### src/rtl/picomips_controller.sv
// picomips_controller
//   Multi-cycle sequencer/decoder for the picoMIPS core. Holds the program
//   counter, fetches from synchronous instruction memory, decodes each word
//   into ALU/register-file controls and runs the switch-input and
//   result-output ready/valid handshakes.
// Ports:
//   clk, reset            clock, synchronous active-high reset
//   instr                 instruction word (valid one cycle after pc)
//   a_zero                register rd currently reads zero
//   in_valid, out_ready   handshake inputs from switches / output consumer
//   pc                    instruction memory address
//   alu_func, imm_sel     ALU function code, b-operand select (1 = imm)
//   in_sel, reg_we        write-data select (1 = switches), write enable
//   rd_addr, rs_addr, imm instruction fields, driven in every state
//   in_ready, out_valid   handshake outputs
//   halted, illegal       HALT reached, sticky undefined-opcode flag
module picomips_controller #(
  parameter int N      = 8,
  parameter int A_SIZE = 3,
  parameter int PC_W   = 6,
  parameter int I_W    = 8 + N
) (
  input  logic              clk,
  input  logic              reset,
  input  logic [I_W-1:0]    instr,
  input  logic              a_zero,
  input  logic              in_valid,
  input  logic              out_ready,
  output logic [PC_W-1:0]   pc,
  output logic [A_SIZE-1:0] alu_func,
  output logic              imm_sel,
  output logic              in_sel,
  output logic              reg_we,
  output logic [1:0]        rd_addr,
  output logic [1:0]        rs_addr,
  output logic [N-1:0]      imm,
  output logic              in_ready,
  output logic              out_valid,
  output logic              halted,
  output logic              illegal
);

  typedef enum logic [2:0] {
    FETCH,
    EXEC,
    WAIT_IN,
    WAIT_OUT,
    HALT_S
  } state_t;

  typedef enum logic [3:0] {
    OP_NOP  = 4'd0,
    OP_ADD  = 4'd1,
    OP_ADDI = 4'd2,
    OP_MUL  = 4'd3,
    OP_MULI = 4'd4,
    OP_MOV  = 4'd5,
    OP_LDI  = 4'd6,
    OP_IN   = 4'd7,
    OP_BNZ  = 4'd8,
    OP_JMP  = 4'd9,
    OP_OUT  = 4'd10,
    OP_HALT = 4'd11
  } opcode_t;

  localparam logic [A_SIZE-1:0] ALU_A   = A_SIZE'(0);
  localparam logic [A_SIZE-1:0] ALU_B   = A_SIZE'(1);
  localparam logic [A_SIZE-1:0] ALU_ADD = A_SIZE'(2);
  localparam logic [A_SIZE-1:0] ALU_MUL = A_SIZE'(3);

  state_t            state_q, state_d;
  logic [PC_W-1:0]   pc_q, pc_d;
  logic              halted_q, halted_d;
  logic              illegal_q, illegal_d;
  logic              we_raw;

  opcode_t           opcode;
  logic [PC_W-1:0]   pc_inc;
  logic [PC_W-1:0]   target;

  assign opcode  = opcode_t'(instr[I_W-1 -: 4]);
  assign rd_addr = instr[N+3:N+2];
  assign rs_addr = instr[N+1:N];
  assign imm     = instr[N-1:0];
  // Branch targets keep only the low PC_W bits of the immediate.
  assign target  = instr[PC_W-1:0];
  assign pc_inc  = pc_q + PC_W'(1);

  assign pc      = pc_q;
  assign halted  = halted_q;
  assign illegal = illegal_q;
  // A reset cycle must never commit a register write, even mid-handshake.
  assign reg_we  = we_raw & ~reset;

  always_comb begin
    state_d   = state_q;
    pc_d      = pc_q;
    halted_d  = halted_q;
    illegal_d = illegal_q;
    alu_func  = ALU_A;
    imm_sel   = 1'b0;
    in_sel    = 1'b0;
    we_raw    = 1'b0;
    in_ready  = 1'b0;
    out_valid = 1'b0;

    case (state_q)
      FETCH: state_d = EXEC;

      EXEC: begin
        state_d = FETCH;
        pc_d    = pc_inc;
        case (opcode)
          OP_NOP: ;
          OP_ADD:  begin alu_func = ALU_ADD; we_raw = 1'b1; end
          OP_ADDI: begin alu_func = ALU_ADD; imm_sel = 1'b1; we_raw = 1'b1; end
          OP_MUL:  begin alu_func = ALU_MUL; we_raw = 1'b1; end
          OP_MULI: begin alu_func = ALU_MUL; imm_sel = 1'b1; we_raw = 1'b1; end
          OP_MOV:  begin alu_func = ALU_B; we_raw = 1'b1; end
          OP_LDI:  begin alu_func = ALU_B; imm_sel = 1'b1; we_raw = 1'b1; end
          OP_IN:   begin state_d = WAIT_IN; pc_d = pc_q; end
          OP_BNZ:  if (!a_zero) pc_d = target;
          OP_JMP:  pc_d = target;
          OP_OUT:  begin state_d = WAIT_OUT; pc_d = pc_q; end
          OP_HALT: begin state_d = HALT_S; pc_d = pc_q; halted_d = 1'b1; end
          default: illegal_d = 1'b1;
        endcase
      end

      WAIT_IN: begin
        in_ready = 1'b1;
        // Write data is taken from the switches on the handshake edge itself.
        in_sel   = in_valid;
        we_raw   = in_valid;
        if (in_valid) begin
          state_d = FETCH;
          pc_d    = pc_inc;
        end
      end

      WAIT_OUT: begin
        out_valid = 1'b1;
        alu_func  = ALU_A;
        if (out_ready) begin
          state_d = FETCH;
          pc_d    = pc_inc;
        end
      end

      HALT_S: ;

      default: state_d = FETCH;
    endcase
  end

  always_ff @(posedge clk) begin
    if (reset) begin
      state_q   <= FETCH;
      pc_q      <= '0;
      halted_q  <= 1'b0;
      illegal_q <= 1'b0;
    end else begin
      state_q   <= state_d;
      pc_q      <= pc_d;
      halted_q  <= halted_d;
      illegal_q <= illegal_d;
    end
  end

endmodule

### config.mk
export PLATFORM = sky130hd
export DESIGN_NAME = picomips_controller
export DESIGN_NICKNAME = d
export VERILOG_FILES = /design/src/rtl/picomips_controller.sv
export SDC_FILE = /design/constraint.sdc
export NUM_CORES = 1
export LEC_CHECK = 0
export ABC_AREA = 1
export CAP_MARGIN = 20
export CELL_PAD_IN_SITES_DETAIL_PLACEMENT = 0
export CELL_PAD_IN_SITES_GLOBAL_PLACEMENT = 1
export CORE_ASPECT_RATIO = 0.5
export CORE_MARGIN = 4
export CORE_UTILIZATION = 27
export CTS_CLUSTER_DIAMETER = 100
export CTS_CLUSTER_SIZE = 25
export DETAILED_ROUTE_END_ITERATION = 12
export PLACE_DENSITY_LB_ADDON = 0.1
export SYNTH_ARGS = -nofsm -noshare
export SYNTH_HDL_FRONTEND = slang
export SYNTH_SLANG_ARGS = --single-unit
### constraint.sdc
create_clock -name clk -period 3.09 [get_ports clk]
set_input_delay 0.618 -clock clk [delete_from_list [all_inputs] [get_ports clk]]
set_output_delay 0.618 -clock clk [all_outputs]
set_load 0.02 [all_outputs]
Word level (Yosys, flattened, before mapping)
Index checks and enable logic that the tools add are counted.
Widths: inputs -> output; s select.
- add/subtract/negate cells: 1
- eq/ne operators: 18
- multiplexer cells: 18
- bitwise logic cells: 4
- reduce and logical (&&, ||, !) cells: 14
- operators with widths (kind ; number):
    $pmux 6 s3 ; 2
    $mux 6 ; 3
    $eq 4x3->1 const B ; 4
    $eq 4x4->1 const B ; 4
    $pmux 3 s5 ; 1
    $reduce_or 12->1 ; 1
    $pmux 3 s3 ; 1
    $eq 4x2->1 const B ; 2
    $add 6x1->6 const B ; 1
    $eq 3x2->1 const B ; 2
    $mux 1 ; 6
    $mux 3 ; 2
    $ne 2x2->1 const B ; 3
    $pmux 2 s3 ; 1
    $reduce_or 2->1 ; 3
    $reduce_or 3->1 ; 2
    $reduce_or 6->1 ; 1
    $eq 4x1->1 const B ; 1
    $logic_not 4->1 ; 1
    $reduce_and 2->1 ; 2
    $reduce_and 4->1 ; 1
    $eq 3x1->1 const B ; 1
    $eq 3x3->1 const B ; 1
    $logic_not 3->1 ; 1
    6 further kinds ; 8
- flip-flop bits (word level): 11
- input port bits: 21
- output and inout bits: 28
- logic and storage cells: 59

Longest topological paths before layout
- depth in word-level cells: 5
- gate-level depth with buffers: 10
- mapped depth without buffers: 9

Worst setup path before layout
OpenSTA, ideal clock, no wires.
- kind: input-to-output
- from: input instr[13]
- to: output imm_sel
- data arrival time: 1811 ps
- required time: 2472 ps
- slack: 661 ps
- cell stages on the path: 2
- buffers on the path: 0
- cell sequence: inv_1 a2111oi_0
- cells in the longest elaborated chain, start to end: 4
- RTL lines (item ; RTL line ; source):
    start: declaration ; 25 ; input logic [I_W-1:0] instr,
    $eq 4x3->1 or $eq 4x2->1 (tied branches) ; 113 ; case (opcode)
    $reduce_or 3->1 (no line) * ; n/a ;
    $mux 1 * ; 113 ;
    $mux 1 * ; 107 ; case (state_q)
    end: declaration ; 31 ; output logic imm_sel,
Every way passes the cells marked *; elsewhere a longest branch is shown, timed or not.

Worst setup path after layout
- from: input instr[14]
- to: output alu_func[1]
- cells in the longest elaborated chain, start to end: 4
- RTL lines (item ; RTL line ; source):
    $eq 4x3->1 (tied with other cells) ; 113 ;
    $reduce_or 2->1 (no line) ; n/a ;
    $pmux 2 s3 * ; 113 ;
    $mux 2 * ; 107 ;
    end: declaration ; 30 ; output logic [A_SIZE-1:0] alu_func,
Marks and branches as above.

==> results.toml <==
[cts]
clockRootBuffer = "clkbuf_8"
postCtsHoldBufs = 0
cts_buffer_depth = 2
worstSkewPairLatency_ns = 0.24
cts_tree = "built"
clock-sinks = 11
clk_pin_slew_ns = 0.05
htree_levels = 1
postCtsSetupBuffers = 0
numCtsBuffers = 3

[floorplanning]
start_util_pct = 30.0
die_h_um = 50.2
ios = 49
core-area_um2 = 3210
std_cell_rows = 14
die-area_um2 = 4640
chipWidth_um = 92.4

[power]
p_leak_nw = 0.645
cellPowerDensity_nw_per_um2 = 364
ir_worst_vdd_uv = 136

[global_route]
grtUsageMet2_pct = 16.2
antenna_found_initial = 0
grt_pass1_vias = 939
use_met1_pct = 15.2
grt-busiest-layer = "met2"
met3_usage_pct = 4.93
grt_pass1_wl_mm = 4.20
grtUsageTotal_pct = 11.0
grt_start_max_net_pins = 14
grt-ovfl-total = 0

[critical_path]
critPathCaptureType = "output port"
crit_slowest_cell = "clkdlybuf4s50_1"
start_kind = "input port"
path_max_fanout = 5
max_stage_delay_ns = 0.61
cp_data_arrival_time_ns = 2.26
critPathKind = "input port to output port"
cp_num_buf_inv = 3
worst_path_most_repeated_cell = "clkdlybuf4s50_1"
critical_path.top_delay_family = "buffers and inverters"
path_cells = "clkdlybuf4s50_1, inv_2, nor2_1, nand3_1, a21oi_1, clkdlybuf4s50_1"
required_ns = 2.47

[layout]
fin_nets = 211
synthToLayoutAreaGrowth_pct = 38.6
drive_gt1_share_pct = 11.7
final_area_um2 = 1330
diodes = 0
layout.filler_cells = 370

[logic_synthesis]
ys_seq_elements = 11
synth_area_um2 = 962
syn_inst = 161
avgSynthCellArea_um2 = 5.98
yosys.area.top_type_share_pct = 22.9
synth_top_area_cell = "dfxtp_1"
synthTopCellsByArea = "dfxtp_1 (23%), nand2_1 (20%), buf_4 (10%)"
synth_fp_nets = 183
yosys_warnings = 0
yosysSeqAreaShare_pct = 22.9
yosysUniqueCellTypes = 25

[timing]
rsz0062_at_grt = "false"
skew_ns = 0.00412
setup_viol = 0
worst_slack_ns = 0.216
period_minus_slack_ns = 2.87
fin_crit_sh_pct = 93.0
hold_viol = 0
setup_tns_ns = 0
drv_slew = 0
fmax_mhz = 348

[routing]
dr.pass1.iters = 4
drtIter0Drc = 10
post_drt_wl_per_cell_um = 10.4
wirelength_mm = 2.46
drcViolationCount = 0
drtAntennaViolNets = 0
vias = 1012
viasPerCell = 4.29

[placement]
numPortBuffers = 35
dpl-instance-area_um2 = 1280
dp_hpwl_mm = 2.01
gp_congestion = 0.741
place_ws_ns = 0.106

[hold_path]
hp-class = "flop to flop"

[run_status]
run_status = "finished, final reports clean"

[job]
maxCapViolCount = 0
-- cells in the mapped netlist --
| master | instances |
|---|---|
| clkinv_2 | 1 |
| nor3_1 | 3 |
| inv_2 | 2 |
| xor2_1 | 3 |
| nand2_1 | 50 |
| buf_2 | 1 |
| ha_1 | 1 |
| clkinv_1 | 1 |
| a2111oi_0 | 1 |
| buf_6 | 1 |
| inv_1 | 18 |
| nand2_2 | 4 |
| dfxtp_1 | 11 |
| nor2_4 | 2 |
| o21a_1 | 1 |
| o21ai_0 | 4 |
| nand4_1 | 5 |
| buf_4 | 13 |
| nor2_1 | 16 |
| nand3_2 | 1 |
| a21o_1 | 1 |
| nor2_2 | 5 |
| nand3_1 | 10 |
| a21oi_1 | 5 |
| conb_1 | 1 |
-- layout by cell type, fill, tap and decap left out, drive strengths merged, types with 3 or more instances in the layout --
cell,synthesis,routed
nor3,3,3
dfxtp,11,11
xor2,3,3
buf,15,3
nor2,23,23
inv,20,20
nand4,5,5
nand3,11,11
clkbuf,0,4
o21ai,4,4
clkdlybuf4s50,0,33
nand2,54,54
a21oi,5,5
-- metrics by stage --
stage	cells	utilization [%]	hold slack [ns]	power, mW
floorplan	161	-	0.455	0.289
global placement	232	40.0	0.446	0.344
detailed placement	232	40.0	0.448	0.344
CTS	236	41.4	0.461	0.492
global route	236	41.6	0.492	0.520
finish	236	41.6	0.461	0.485
-- registers in the layout (all words and copies together), names as in the netlist --
name and flops:
halted 1, illegal 1, pc 6, state_q 3
-- worst reg2reg max path, delay by kind of cell, from the launching register on --
family        cells  cell delay, ns
simple gates      6            1.05
flops             1            0.32
buf+inv           1            0.05
-- layer usage --
layer  routed length [um]  vias up
li1                     -      544
met2                  987       28
met5                    0        -
met4                   14        0
met1                 1260      438
met3                  200        2
-- final cells by class --
class	count	area, um2	area share (%)
repair buffers	38	378	28.3
well taps	48	60.1	4.50
clock buffers	4	45.0	3.38
multi-input cells	113	547	41.0
inverters	22	83.8	6.29
flip-flops and latches	11	220	16.5
-- power breakdown --
part / internal (mW) / switching (mW) / total (mW)
Sequential: 0.154 / 0.0121 / 0.166
Clock: 0.0907 / 0.0553 / 0.146
Combinational: 0.0773 / 0.0956 / 0.173
Total: 0.322 / 0.163 / 0.485
-- worst paths after layout --
path / start / endpoint / slack [ns] / cells past startpoint
min reg2reg: halted$_SDFFE_PP0P_ / halted$_SDFFE_PP0P_ / 0.46 / 2
max reg2reg: state_q[2]$_SDFFE_PP0P_ / pc[3]$_SDFFE_PP0P_ / 1.56 / 7
max: instr[14] / alu_func[1] / 0.22 / 6
min: halted$_SDFFE_PP0P_ / halted$_SDFFE_PP0P_ / 0.46 / 2
-- kinds of logic after synthesis --
logic type | share of synthesized area [%]
buffers and inverters | 20.5
DFF | 22.9
adders and majority gates | 1.30
and+or+nand+nor | 45.0
AOI/OAI and AO/OA | 7.15
xor gates and xnor gates | 2.73
other | 0.390
-- repair_timing --
action,CTS,global route
hold endpoints to repair,0,0
setup endpoints to repair,0,2
resized for setup,0,3
Note: power is estimated with default switching activity, not from simulation.
